===== src/rtl/upsp_sched_pkg.sv =====
// Shared types and elaboration helpers for the upsampling output scheduler.
package upsp_sched_pkg;

  typedef enum logic [1:0] {
    S_IDLE  = 2'd0,
    S_RUN   = 2'd1,
    S_DRAIN = 2'd2
  } sched_state_e;

  function automatic int seg_width(input int dst_w, input int n);
    return dst_w / n;
  endfunction

  // Index width that never collapses to zero bits for a single-entry range.
  function automatic int idx_width(input int n);
    return (n > 1) ? $clog2(n) : 1;
  endfunction

endpackage


===== src/rtl/axis_reg_slice.sv =====
// One-entry registered AXI-Stream stage carrying data, last and user.
// Accepts a new beat whenever it is empty or being popped in the same cycle.
module axis_reg_slice #(
  parameter int DW = 8
) (
  input  logic          clk,
  input  logic          rst_n,
  input  logic          s_valid,
  output logic          s_ready,
  input  logic [DW-1:0] s_data,
  input  logic          s_last,
  input  logic          s_user,
  output logic          m_valid,
  input  logic          m_ready,
  output logic [DW-1:0] m_data,
  output logic          m_last,
  output logic          m_user
);

  assign s_ready = ~m_valid | m_ready;

  // Slice register: load on accept, clear on pop without load, otherwise hold.
  always_ff @(posedge clk or negedge rst_n) begin
    if (!rst_n) begin
      m_valid <= 1'b0;
      m_data  <= '0;
      m_last  <= 1'b0;
      m_user  <= 1'b0;
    end else if (s_valid && s_ready) begin
      m_valid <= 1'b1;
      m_data  <= s_data;
      m_last  <= s_last;
      m_user  <= s_user;
    end else if (m_ready) begin
      m_valid <= 1'b0;
      m_data  <= '0;
      m_last  <= 1'b0;
      m_user  <= 1'b0;
    end
  end

endmodule


===== src/rtl/upsp_out_scheduler.sv =====
// Grants the upsampling engines in strict raster order onto one AXI-Stream
// output, tagging row end / frame start and signalling frame completion.
module upsp_out_scheduler
  import upsp_sched_pkg::*;
#(
  parameter int N_PARALLEL         = 4,
  parameter int UPSP_WRTDATA_WIDTH = 24,
  parameter int DST_IMG_WIDTH      = 3840,
  parameter int DST_IMG_HEIGHT     = 2160
) (
  input  logic                                     clk,
  input  logic                                     rst_n,
  input  logic                                     sched_start,
  input  logic [N_PARALLEL-1:0]                    upsp_wvalid,
  input  logic [N_PARALLEL*UPSP_WRTDATA_WIDTH-1:0] upsp_wdata,
  output logic [N_PARALLEL-1:0]                    upsp_wready,
  output logic                                     m_axis_tvalid,
  output logic [UPSP_WRTDATA_WIDTH-1:0]            m_axis_tdata,
  output logic                                     m_axis_tlast,
  output logic                                     m_axis_tuser,
  input  logic                                     m_axis_tready,
  output logic                                     sched_busy,
  output logic                                     sched_done,
  output logic [idx_width(N_PARALLEL)-1:0]         sched_gnt
);

  localparam int SEG = seg_width(DST_IMG_WIDTH, N_PARALLEL);
  localparam int GW  = idx_width(N_PARALLEL);
  localparam int CW  = idx_width(SEG);
  localparam int RW  = idx_width(DST_IMG_HEIGHT);
  localparam int W   = UPSP_WRTDATA_WIDTH;

  localparam logic [GW-1:0] GNT_LAST = GW'(N_PARALLEL - 1);
  localparam logic [CW-1:0] COL_LAST = CW'(SEG - 1);
  localparam logic [RW-1:0] ROW_LAST = RW'(DST_IMG_HEIGHT - 1);

  if ((DST_IMG_WIDTH % N_PARALLEL) != 0) begin : g_width_chk
    $error("DST_IMG_WIDTH must be divisible by N_PARALLEL");
  end

  sched_state_e   state_r;
  sched_state_e   state_nxt_s;
  logic [GW-1:0]  gnt_r;
  logic [CW-1:0]  col_r;
  logic [RW-1:0]  row_r;
  logic           busy_r;
  logic           slice_ready_s;
  logic           load_s;
  logic           beat_last_s;
  logic           beat_user_s;
  logic           frame_end_s;
  logic           done_s;
  logic [W-1:0]   pix_s;

  // Granted-engine pixel mux, ready decode and beat tagging.
  always_comb begin
    pix_s       = '0;
    upsp_wready = '0;
    for (int i = 0; i < N_PARALLEL; i++) begin
      if (gnt_r == GW'(i)) begin
        pix_s = upsp_wdata[i*W +: W];
      end else begin
        pix_s = pix_s;
      end
    end
    if ((state_r == S_RUN) && slice_ready_s) begin
      upsp_wready[gnt_r] = 1'b1;
    end else begin
      upsp_wready = '0;
    end
    load_s      = upsp_wvalid[gnt_r] & upsp_wready[gnt_r];
    beat_last_s = (gnt_r == GNT_LAST) && (col_r == COL_LAST);
    beat_user_s = (row_r == '0) && (gnt_r == '0) && (col_r == '0);
    frame_end_s = beat_last_s && (row_r == ROW_LAST);
  end

  // Next-state logic; done is the pop of the final beat while draining.
  always_comb begin
    state_nxt_s = state_r;
    done_s      = 1'b0;
    case (state_r)
      S_IDLE: begin
        if (sched_start) begin
          state_nxt_s = S_RUN;
        end else begin
          state_nxt_s = S_IDLE;
        end
      end
      S_RUN: begin
        if (load_s && frame_end_s) begin
          state_nxt_s = S_DRAIN;
        end else begin
          state_nxt_s = S_RUN;
        end
      end
      S_DRAIN: begin
        if (m_axis_tvalid && m_axis_tready) begin
          state_nxt_s = S_IDLE;
          done_s      = 1'b1;
        end else begin
          state_nxt_s = S_DRAIN;
        end
      end
      default: begin
        state_nxt_s = S_IDLE;
      end
    endcase
  end

  // State and busy registers.
  always_ff @(posedge clk or negedge rst_n) begin
    if (!rst_n) begin
      state_r <= S_IDLE;
      busy_r  <= 1'b0;
    end else begin
      state_r <= state_nxt_s;
      busy_r  <= (state_nxt_s != S_IDLE);
    end
  end

  // Raster position: column within stripe, then engine, then row.
  always_ff @(posedge clk or negedge rst_n) begin
    if (!rst_n) begin
      col_r <= '0;
      gnt_r <= '0;
      row_r <= '0;
    end else if ((state_r == S_IDLE) && sched_start) begin
      col_r <= '0;
      gnt_r <= '0;
      row_r <= '0;
    end else if (load_s) begin
      if (col_r == COL_LAST) begin
        col_r <= '0;
        if (gnt_r == GNT_LAST) begin
          gnt_r <= '0;
          if (row_r == ROW_LAST) begin
            row_r <= '0;
          end else begin
            row_r <= row_r + RW'(1);
          end
        end else begin
          gnt_r <= gnt_r + GW'(1);
        end
      end else begin
        col_r <= col_r + CW'(1);
      end
    end
  end

  axis_reg_slice #(
    .DW (W)
  ) u_out_slice (
    .clk     (clk),
    .rst_n   (rst_n),
    .s_valid (load_s),
    .s_ready (slice_ready_s),
    .s_data  (pix_s),
    .s_last  (beat_last_s),
    .s_user  (beat_user_s),
    .m_valid (m_axis_tvalid),
    .m_ready (m_axis_tready),
    .m_data  (m_axis_tdata),
    .m_last  (m_axis_tlast),
    .m_user  (m_axis_tuser)
  );

  assign sched_busy = busy_r;
  assign sched_done = done_s;
  assign sched_gnt  = gnt_r;

endmodule


===== config.mk =====
export PLATFORM = sky130hd
export DESIGN_NAME = upsp_out_scheduler
export DESIGN_NICKNAME = d
export VERILOG_FILES = /design/src/rtl/upsp_sched_pkg.sv /design/src/rtl/axis_reg_slice.sv /design/src/rtl/upsp_out_scheduler.sv
export SDC_FILE = /design/constraint.sdc
export NUM_CORES = 1
export LEC_CHECK = 0
export CAP_MARGIN = 20
export CORE_ASPECT_RATIO = 1.75
export CORE_UTILIZATION = 47
export DETAILED_ROUTE_END_ITERATION = 10
export PLACE_DENSITY = 0.86
export SLEW_MARGIN = 10
export SYNTH_ARGS = -nofsm -noshare
export SYNTH_HDL_FRONTEND = slang
export SYNTH_SLANG_ARGS = --single-unit
export TNS_END_PERCENT = 10

===== constraint.sdc =====
create_clock -name clk -period 4 [get_ports clk]
set_input_delay 0.8 -clock clk [delete_from_list [all_inputs] [get_ports clk]]
set_output_delay 0.8 -clock clk [all_outputs]
set_load 0.01 [all_outputs]

# Word level (Yosys, flattened, before mapping)
# Cells that the tools add are included.
# Widths: inputs -> output; s select.
word_totals:
  in_bits: 104
  romBits: 0
  latchBits: 0
  out_inout_bits: 35
  ff_bits: 54
  ram_bits: 0
  memories: 0
  elab_cells: 80
op_classes:
  n_mul: 0
  shifts: 0
  n_lt_le_gt_ge: 2
  n_reduce_logical: 21
  n_mux: 35
  div: 0
  n_bitwise: 3
  n_addsub: 3
  eq_ne: 7
ops:
  columns: ["operator", "n"]
  rows:
  - ["$mux 24", 6]
  - ["$mux 12", 5]
  - ["$mux 10", 3]
  - ["$add 12x1->12 const B", 1]
  - ["$eq 12x12->1 const B", 1]
  - ["$logic_not 12->1", 1]
  - ["$mux 2", 6]
  - ["$add 10x1->10 const B", 1]
  - ["$eq 10x10->1 const B", 1]
  - ["$logic_and 1x1->1", 10]
  - ["$logic_not 10->1", 1]
  - ["$mux 1", 10]
  - ["$reduce_bool 2->1", 5]
  - ["$eq 2x2->1 const B", 3]
  - ["$pmux 2 s3", 1]
  - ["$bmux 1 s2", 2]
  - ["$eq 2x1->1 const B", 2]
  - ["$logic_not 2->1", 2]
  - ["$mux 4", 1]
  - ["$lt 2x3->1 const B", 1]
  - ["$reduce_and 3->1", 1]
  - ["$add 2x1->2 const B", 1]
  - ["$demux 1 s2", 1]
  - ["$ge 2x1->1 const B", 1]
  - ["4 further kinds", 4]

# Longest topological paths before layout
# Gate-level depths: netlist (run 1).
depth:
  ltp_word: 12
  ltp_mapped: 10
  ltp_nobuf: 7

# Hierarchy
# A second synthesis (run 1) with hierarchy kept.
hier_totals:
  hier_cells: 485
  area_unflattened_um2: 3878.7
by_module_without_submodules:
  columns: ["mod", "n_inst", "cells_per_inst", "area_per_inst_um2", "seq_area_each_um2"]
  rows:
  - ["upsp_out_scheduler", 1, 364, 2509.9, 675.6]
  - ["axis_reg_slice", 1, 121, 1368.8, 675.6]

# Least setup slack after synthesis (run 1)
# Ideal clock, no wire load.
synth_timing:
  path_type: "reg2reg"
  startpoint: "register gnt_r[1] (netlist: sched_gnt[1])"
  endpoint: "register row_r[10]"
  path_stages_with_launch: 10
  arrival_time_ns: 2.408
  period_less_slack_ns: 2.511
  slack_ns: 1.489
  setup_ns: 0.104
  t_required_ns: 3.896
  cell_sequence: "dfrtp_1 > inv_1 > ha_1 > clkbuf_1 > nand2_1 > mux4_2 > nand2b_1 > or4_4 > buf_6 > o41ai_2"
synth_via:
  elab_chain_cells: 10
  elab_cells_between_ends: 15
  classes_between: "order compare (2); eq/ne (1); mux (7); bitwise (1); reduce/logical (4)"
synth_rtl:
  columns: ["item", "line", "source"]
  rows:
  - ["start: declaration", "upsp_out_scheduler.sv:43", "logic [GW-1:0] gnt_r;"]
  - ["start signal: assignment", "upsp_out_scheduler.sv:142", "gnt_r <= gnt_r + GW'(1);"]
  - ["$lt 2x3->1 (not written as such) / $ge 2x1->1 (equally long branches)", "upsp_out_scheduler.sv:67", "upsp_wready[gnt_r] = 1'b1;"]
  - ["$logic_and 1x1->1 (not written as such)", "upsp_out_scheduler.sv:67", null]
  - ["$mux 1 (not written as such)", "upsp_out_scheduler.sv:67", null]
  - ["$demux 1 s2", "upsp_out_scheduler.sv:67", null]
  - ["$mux 4", "upsp_out_scheduler.sv:66", "if ((state_r == S_RUN) && slice_ready_s) begin"]
  - ["$bmux 1 s2", "upsp_out_scheduler.sv:71", "load_s = upsp_wvalid[gnt_r] & upsp_wready[gnt_r];"]
  - ["$mux 1 (not written as such)", "upsp_out_scheduler.sv:71", null]
  - ["$and 1x1->1", "upsp_out_scheduler.sv:71", null]
  - ["$reduce_bool 2->1 (no source line)", null, null]
  - ["$reduce_and 3->1 (no source line) *", null, null]
  - ["end signal: assignment", "upsp_out_scheduler.sv:139", "row_r <= row_r + RW'(1);"]
  - ["end: declaration", "upsp_out_scheduler.sv:45", "logic [RW-1:0] row_r;"]
# Every way passes the cells marked *; elsewhere a longest branch is shown, timed or not. The select of a mux whose other input is x is not followed.
# A chain may end at the register's enable or synchronous reset.

# Worst setup path in the final report (run 1)
layout_timing:
  startpoint: "input port m_axis_tready"
  endpoint: "output port upsp_wready[0]"
layout_via:
  elab_chain_cells: 3
layout_rtl:
  columns: ["item", "line", "source"]
  rows:
  - ["start: declaration", "upsp_out_scheduler.sv:21", "input logic m_axis_tready,"]
  - ["$or 1x1->1", "axis_reg_slice.sv:20", "assign s_ready = ~m_valid | m_ready;"]
  - ["$logic_and 1x1->1", "upsp_out_scheduler.sv:66", null]
  - ["$mux 4", "upsp_out_scheduler.sv:66", null]
  - ["end: declaration", "upsp_out_scheduler.sv:16", "output logic [N_PARALLEL-1:0] upsp_wready,"]
# Every way passes these cells.

==> flow_summary.toml, run 1 <==
[clocking]
cts_tree = "yes"
cts.sinks = 54
cts_resized = 0
clk_pin_slew_ns = 0.06
clock_latency_ns = 0.30
cts_setup_buffers = 0
clockBufferDepth = 2
cts_made_buffers = 5
cts-root-buf = "clkbuf_16"
htree_levels = 2
ctsHoldBuffers = 0

[worst_setup_path]
crit_path_max_fanout = 7
crit_path_end_kind = "primary output"
cp_data_arrival_time_ns = 2.46
r2r-start = "col_r[0]"
start_kind = "input pin"
rrSetupSlack_ns = 1.30
required_ns = 3.20
critical_path_class = "in -> out"
reg2reg_depth = 7
r2r-end = "row_r[3]"

[synth]
ys_seq_elements = 54
synth-main-ff-cell = "dfrtp_1"
syn_nets = 508
synth_top_area_share_pct = 39.4
yosysWarnings = 0
synth.area.top_cells = "dfrtp_1 (39%), a221oi_1 (6.1%), nand3b_1 (5.9%)"
avgSynthCellArea_um2 = 8.65
synth_cells = 396
ys_async_sr_fraction_pct = 100
ys_seq_area_share_pct = 39.4
syn_area_mm2 = 0.00343
synth-edff-count = 0
synth_cell_type_count = 47
synth_area_leader_cell = "dfrtp_1"

[hold_path]
hp-start = "u_out_slice.m_data[3]"
hold_path.class = "reg -> reg"
hold_end = "u_out_slice.m_data[3]"
hold_depth = 2

[die]
fp.dieW_um = 66.5
ios = 139
initial_core_util_pct = 49.2
core_mm2 = 0.00696
rows = 40
fp.dieH_um = 115
die_area_mm2 = 0.00765

[place]
hpwlAfterDp_um = 8320
io_buffers = 138
pre_cts_ws_ns = 0.749
gp_congestion = 0.893

[global_route]
grt_pass1_vias = 3590
antenna_found_initial = 0
grt_pass1_wl_um = 17300
grt_usage_pct = 30.6
grt_max_degree = 53
gr-total-overflow = 0

[sta]
setup_ws_ns = 0.742
holdWs_ns = 0.511
fin_crit_ns = 3.26
grt_setup_unrepaired = "no"
fin_skew_ns = 0.00573
hold_violations = 0
slew_headroom_pct = 40.1
setup_violations = 0
finalSetupTns_ns = 0
min_period_over_period_pct = 81.4
worst_slew_pin_slew_ns = 0.898
fmax_mhz = 307
drv_slew = 0

[drt]
top_layer = "met4"
wl_met1_um = 3930
drt_iter0_drc = 241
drc = 0
firstDrtPassIters = 5
via_per_inst = 6.03
wl_met3_um = 741
vias = 3611
ant_nets = 0
wirelength_um = 11100
wl_per_cell_um = 18.6
wl_met2_um = 5930

[cells_and_area]
syn_to_final_growth_pct = 46.3
finalNetCount = 627
final_core_util_pct = 72.1
diodes = 0
final_cell_mix = "clkdlybuf4s50_1 (137), dfrtp_1 (54), a21oi_1 (38)"
layout-drive-gt1-share_pct = 5.63
nFillCells = 544
mostFrequentLayoutCell = "clkdlybuf4s50_1"

[power_and_ir_drop]
p_comb_share_pct = 22.5
power.density_mw_per_mm2 = 298
p_switching_uw = 391
clock_power_share_pct = 33.7
p_leak_nw = 1.90
p_int_mw = 1.10
swShare_pct = 26.2
ir_drop_uv = 207
seq_power_share_pct = 43.7

[status]
status = "finished clean"

[flow_run]
maxCapViolCount = 0
-- cell families (layout without fill, tap and decap cells) --
group | after synthesis | in the layout | synth area share, %
buffers and inverters | 46 | 165 | 5.30
multiplexers | 3 | 3 | 1.24
AND/OR/NAND/NOR | 164 | 164 | 28.7
flip-flops | 54 | 54 | 39.4
adder cells (fa/ha/maj) | 8 | 8 | 2.92
AO/OA/AOI/OAI | 121 | 121 | 22.4
-- registers in the layout, summed over array words and instances (netlist names) --
signal and count:
sched_gnt 2, sched_busy 1, state_r 2, row_r 12
u_out_slice.m_user 1, u_out_slice.m_last 1, u_out_slice.m_data 24, u_out_slice.m_valid 1
col_r 10
-- cells in the mapped netlist (4+ instances only) --
library cell and number:
ha_1 8, clkbuf_1 33, o211ai_1 7, a221oi_1 24
nor2_1 12, or3_1 4, or4_1 6, o31ai_1 4
nor2b_1 26, and2_1 6, nand2_1 22, inv_1 10
dfrtp_1 54, nand3_1 11, nand3b_1 27, a21oi_1 38
o21ai_0 35, nor3_1 25
-- power groups by stage --
| stage | Combinational [mW] | Sequential, mW | Clock [mW] |
|---|---|---|---|
| floorplan | 0.115 | 0.656 | 0 |
| global placement | 0.326 | 0.659 | 0 |
| detailed placement | 0.334 | 0.663 | 0 |
| CTS | 0.337 | 0.654 | 0.507 |
| global route | 0.367 | 0.659 | 0.525 |
| finish | 0.336 | 0.654 | 0.504 |
-- routing by layer --
layer / track usage [%] / up-vias
met1: 33.0 / 1690
met2: 53.9 / 173
met3: 6.65 / 37
li1: - / 1711
met5: 0 / -
met4: 16.7 / 0
-- worst max path at each step --
stage             startpoint              to  slack [ns]  cells after the start
3_5_place_dp   m_axis_tready  upsp_wready[0]        0.75                      5
2_1_floorplan   sched_gnt[1]       row_r[10]        1.49                      9
6_report       m_axis_tready  upsp_wready[0]        0.74                      5
3_3_place_gp   m_axis_tready  upsp_wready[2]        0.80                      5
4_1_cts        m_axis_tready  upsp_wready[0]        0.75                      5
5_1_grt        m_axis_tready  upsp_wready[0]        0.67                      5
-- per-stage QoR --
step / power, mW / instance area [um2] / std cells
floorplan: 0.771 / 3430 / 396
global placement: 0.985 / 4840 / 591
detailed placement: 0.997 / 4840 / 591
CTS: 1.50 / 5000 / 598
global route: 1.55 / 5010 / 599
finish: 1.49 / 5010 / 599
-- cell type report --
cell class	instances	area [um2]	share of cell area (%)
inverter	10	37.5	0.749
multi-input combinational	296	1900	37.9
clock inverter	1	30.0	0.599
sequential	54	1350	27.0
clock buffer	6	139	2.77
tap	84	105	2.10
timing repair buffer	148	1450	29.0
-- worst max-delay path, stage by stage --
cell and delay (ns):
clkdlybuf4s50_1 0.48, nand2b_1 0.11, and3b_1 0.34, and2_1 0.18, clkdlybuf4s50_1 0.54
Note: power is estimated with default switching activity, not from simulation.
==> run 2, diff against run 1 <==
Settings changed: CORE_UTILIZATION 47 to 44, PLACE_DENSITY 0.86 to 0.82.
Clock period 4 ns to 3.4 ns, I/O delays scaled along.
==> flow_summary.toml, run 2 (synthesized netlist as in run 1, its figures left out) <==
[clocking]
clockBufferDepth = 2
clock_latency_ns = 0.29
clk_pin_slew_ns = 0.07
cts_resized = 0
cts_setup_buffers = 0
htree_levels = 2
cts.sinks = 54
cts-root-buf = "clkbuf_16"
cts_tree = "yes"
cts_made_buffers = 5
ctsHoldBuffers = 0

[die]
ios = 139
die_area_mm2 = 0.00816
core_mm2 = 0.00757
fp.dieH_um = 119
rows = 42
fp.dieW_um = 68.7
initial_core_util_pct = 45.3

[worst_setup_path]
start_kind = "input pin"
required_ns = 2.72
critical_path_class = "in -> out"
cp_data_arrival_time_ns = 2.35
crit_path_end_kind = "primary output"
crit_path_max_fanout = 7

[drt]
drt_iter0_drc = 294
ant_nets = 0
wirelength_um = 10300
wl_per_cell_um = 17.0
vias = 3596
drc = 0
firstDrtPassIters = 5
via_per_inst = 5.95

[sta]
worst_slew_pin_slew_ns = 1.01
min_period_over_period_pct = 89.1
setup_violations = 0
setup_ws_ns = 0.371
slew_headroom_pct = 32.7
grt_setup_unrepaired = "no"
finalSetupTns_ns = 0
hold_violations = 0
drv_slew = 0
fin_crit_ns = 3.03
fmax_mhz = 330
fin_skew_ns = 0.00362

[global_route]
grt_pass1_vias = 3629
grt_pass1_wl_um = 17200
grt_max_degree = 55
antenna_found_initial = 0
gr-total-overflow = 0
grt_usage_pct = 27.6

[cells_and_area]
final_core_util_pct = 66.3
largest_register_ffs = 24
layout-drive-gt1-share_pct = 5.62
nFillCells = 641
biggestRegsByFlops = "u_out_slice.m_data x24, row_r x12, col_r x10"
finalNetCount = 627
stdcell_count = 604
diodes = 0
regMostFlops = "u_out_slice.m_data"
mostFrequentLayoutCell = "clkdlybuf4s50_1"
syn_to_final_growth_pct = 46.3
final_cell_mix = "clkdlybuf4s50_1 (137), dfrtp_1 (54), a21oi_1 (38)"

[power_and_ir_drop]
seq_power_share_pct = 44.2
p_switching_uw = 444
swShare_pct = 25.7
p_comb_share_pct = 22.4
p_leak_nw = 1.90
p_int_mw = 1.28
power_mw = 1.73
ir_drop_uv = 335
power.density_mw_per_mm2 = 344
clock_power_share_pct = 33.4

[hold_path]
hold_path.class = "in -> async"

[status]
status = "finished clean"

[place]
place_inst = 596
hpwlAfterDp_um = 7650
gp_congestion = 0.808
io_buffers = 138
pre_cts_ws_ns = 0.383

[flow_run]
maxCapViolCount = 0
## run 2: critical path, stage by stage
cell,delay (ns)
clkdlybuf4s50_1,0.47
nand2b_1,0.12
and3b_1,0.33
and2_1,0.20
clkdlybuf4s50_1,0.55
## run 2: metal layers
layer  track usage, %  vias up  wire [um]  part of all wire [%]
met5                0        -          0                     0
met4             11.1        0        315                   3.1
met3             4.34       22        554                   5.4
met2             46.3      175       5490                    53
met1             34.1     1688       3910                    38
li1                 -     1711          -                     -
## run 2: power by group through the flow
stage	sequential [mW]	clock [mW]	combinational, mW
finish	0.762	0.576	0.387
global placement	0.772	0	0.378
detailed placement	0.774	0	0.389
floorplan	0.772	0	0.136
CTS	0.763	0.581	0.391
global route	0.772	0.605	0.423
## run 2: path summary, 6_finish.rpt
| path | start | end | slack (ns) | cells after the start |
|---|---|---|---|---|
| max | m_axis_tready | upsp_wready[3] | 0.37 | 5 |
| min | rst_n | row_r[6] | 0.51 | 2 |
| max reg2reg | sched_gnt[0] | col_r[9] | 0.75 | 8 |
| min reg2reg | u_out_slice.m_data[12] | u_out_slice.m_data[12] | 0.51 | 2 |
| max in group asynchronous | rst_n | col_r[1] | 2.42 | 2 |
| min in group clk | u_out_slice.m_data[12] | u_out_slice.m_data[12] | 0.51 | 2 |
## run 2: final cells by class
cell class	instances	area, um2	share of cell area (%)
well taps	88	110	2.20
inverters	10	37.5	0.749
clock inverters	1	30.0	0.599
clock buffers	7	133	2.65
flip-flops and latches	54	1350	27.0
multi-input cells	296	1900	37.9
repair buffers	148	1450	28.9
## run 2: metrics by stage
stage	hold slack [ns]	cell area, um2
2_1_floorplan	0.384	3430
5_1_grt	0.534	5010
3_3_place_gp	0.493	4850
4_1_cts	0.515	5010
6_report	0.510	5010
3_5_place_dp	0.498	4850
==> RTL edit, RTL diff (config.mk and constraints of run 2) <==
Encoding of `sched_state_e`: now one-hot (3 bits for 3 states).
--- a/src/rtl/upsp_sched_pkg.sv
+++ b/src/rtl/upsp_sched_pkg.sv
@@ -1,10 +1,10 @@
 // Shared types and elaboration helpers for the upsampling output scheduler.
 package upsp_sched_pkg;
 
-  typedef enum logic [1:0] {
-    S_IDLE  = 2'd0,
-    S_RUN   = 2'd1,
-    S_DRAIN = 2'd2
+  typedef enum logic [2:0] {
+    S_IDLE  = 3'b001,
+    S_RUN   = 3'b010,
+    S_DRAIN = 3'b100
   } sched_state_e;
 
   function automatic int seg_width(input int dst_w, input int n);
Function: no difference found for any inputs over 10 cycles, from zero or initial values and one cycle with rst_n low; not proved beyond that.
==> RTL edit against run 2 <==
  * Die area rose by 1.3%
  * Cell area grew 1.2%
  * Count of clock-buffer cells in the layout is the same
  * Synthesized cell count is 2.0% higher
  * Core utilization up 0.36 points
  * Setup slack improved by 0.041 ns
  * Sequential cell count rose by 1
  * Critical path depth down 1
  * Wire length rose by 1.5%
  * Via count rose by 2.4%
  * Synthesized area grew 1.3%
Power is not compared: it rests on default switching activity, and its combinational part moved more than twofold at a synthesized area within 25%.
==> RTL edit: results (changes against run 2) <==
[global_routing]
grt_max_degree=50  ; -9.1%
grt_usage_pct=26.0  ; -1.7 points
use_met1_pct=29.2  ; -4.8 points
grtUsageMet3_pct=4.95  ; +0.61 points
grt_overflow=0  ; unchanged
grt_pass1_wl_um=17200  ; about the same
first_global_vias=3649  ; +0.55%
grt.met2_usage_pct=46.1  ; -0.21 points
antenna_found_initial=0  ; unchanged

[synthesis]
ys_top_cells_by_area=dfrtp_1, o21ai_0, a221oi_1
yosysSeqAreaShare_pct=39.7  ; +0.25 points
synth_cell_types=49  ; +4.3%
synth_commonest_cells=dfrtp_1, o21ai_0, a21oi_1, nor3_1, nand3b_1
syn_nets=516  ; +1.6%
synth-async-reset-ratio_pct=100  ; unchanged

[placement]
gp_congestion=0.901  ; +11%
dp_hpwl_um=8040  ; +5.1%

[critical_path]
critPathMaxStageDelay_ns=0.55  ; about the same
cp_top_family=buffers and inverters
cp.arrival_ns=2.31  ; -0.04 ns
crit_slowest_cell=clkdlybuf4s50_1

[timing]
fin_skew_ns=0.00806  ; +0.00444 ns
max_slew.worst_pin.slew_ns=0.971  ; -0.0344 ns

[outcome]
run_status=finished, final reports clean

[worst_hold_path]
min_path_type=in2async

[clock_tree]
clk_path_buf_depth=2  ; unchanged
clock-root-buffer=clkbuf_16
cts.clk_slew.worst_paths_ns=0.07  ; about the same

[drt]
first_iter_violations=339  ; +15%
wl_per_cell_um=16.8  ; -0.97%
routed-via-count=3682  ; +2.4%

[cells_and_area]
drive_gt1_share_pct=5.65  ; +0.030 points
top_regs=u_out_slice.m_data (24), row_r (12), col_r (10)
final_nets=642  ; +2.4%

[power]
leakagePower_nw=1.98

[RTL edit: changes by cell type in the layout (fill, tap and decap cells not counted), sizes merged, moves of 3 or more]
cell / before / now
o21ai: 37 / 46
and3: 3 / 8
o31ai: 6 / 2
o211ai: 7 / 0
or4: 7 / 4
nand3: 13 / 17
nor3: 25 / 28
[RTL edit: path summary, 6_finish.rpt]
check / cells past startpoint / slack (ns) / from / end
worst max-delay path: 4 / 0.41 / m_axis_tready / upsp_wready[3]
worst min-delay path: 1 / 0.46 / rst_n / row_r[0]
worst max register to register: 7 / 0.91 / sched_gnt[0] / col_r[5]
worst min register to register: 2 / 0.51 / u_out_slice.m_data[3] / u_out_slice.m_data[3]
max in group asynchronous: 2 / 2.16 / rst_n / u_out_slice.m_data[23]
min in group clk: 2 / 0.51 / u_out_slice.m_data[3] / u_out_slice.m_data[3]
[RTL edit: cell families after synthesis]
logic type / Yosys count / synth area share, %
xor+xnor: 2 / 0.505
simple gates: 169 / 28.2
flops: 55 / 39.7
mux: 2 / 1.30
fa+ha+maj: 8 / 2.88
compound gates: 128 / 22.9
buf+inv: 40 / 4.54
[RTL edit: routing by layer]
metal	routed length [um]	vias up
met3	735	29
li1	-	1763
met4	392	0
met1	3810	1715
met2	5480	175
met5	0	-
[RTL edit: power by group]
group | total [mW] | internal, mW | switching (mW)
clock | 0.531 | 0.295 | 0.236
sequential | 0.847 | 0.754 | 0.0927
combinational | 1.27 | 0.610 | 0.660
[RTL edit: final cells by class]
type	instances	area (sq um)
inverter	10	37.5
timing repair buffer	149	1460
sequential	55	1380
tap	88	110
fill	629	2540
clock inverter	1	8.76
clock buffer	7	143
multi-input combinational	309	1940
[RTL edit: worst reg2reg max path: stages, from the launching register on]
cell and delay [ns]:
dfrtp_1 0.45, inv_1 0.19, ha_1 0.35, nand2_1 0.09, mux4_2 0.48, nor2_1 0.30, nand2_1 0.24, o41ai_1 0.29
[RTL edit: per-stage QoR]
step / std cells / utilization (%) / total power, mW / worst slack, ns / instance area [sq um]
5_1_grt: 619 / 66.6 / 2.85 / 0.364 / 5080
2_1_floorplan: 404 / - / 1.60 / 1.15 / 3470
3_3_place_gp: 611 / 64.6 / 2.09 / 0.428 / 4920
3_5_place_dp: 611 / 64.6 / 2.12 / 0.388 / 4920
6_report: 619 / 66.6 / 2.65 / 0.412 / 5080
4_1_cts: 619 / 66.6 / 2.65 / 0.389 / 5080
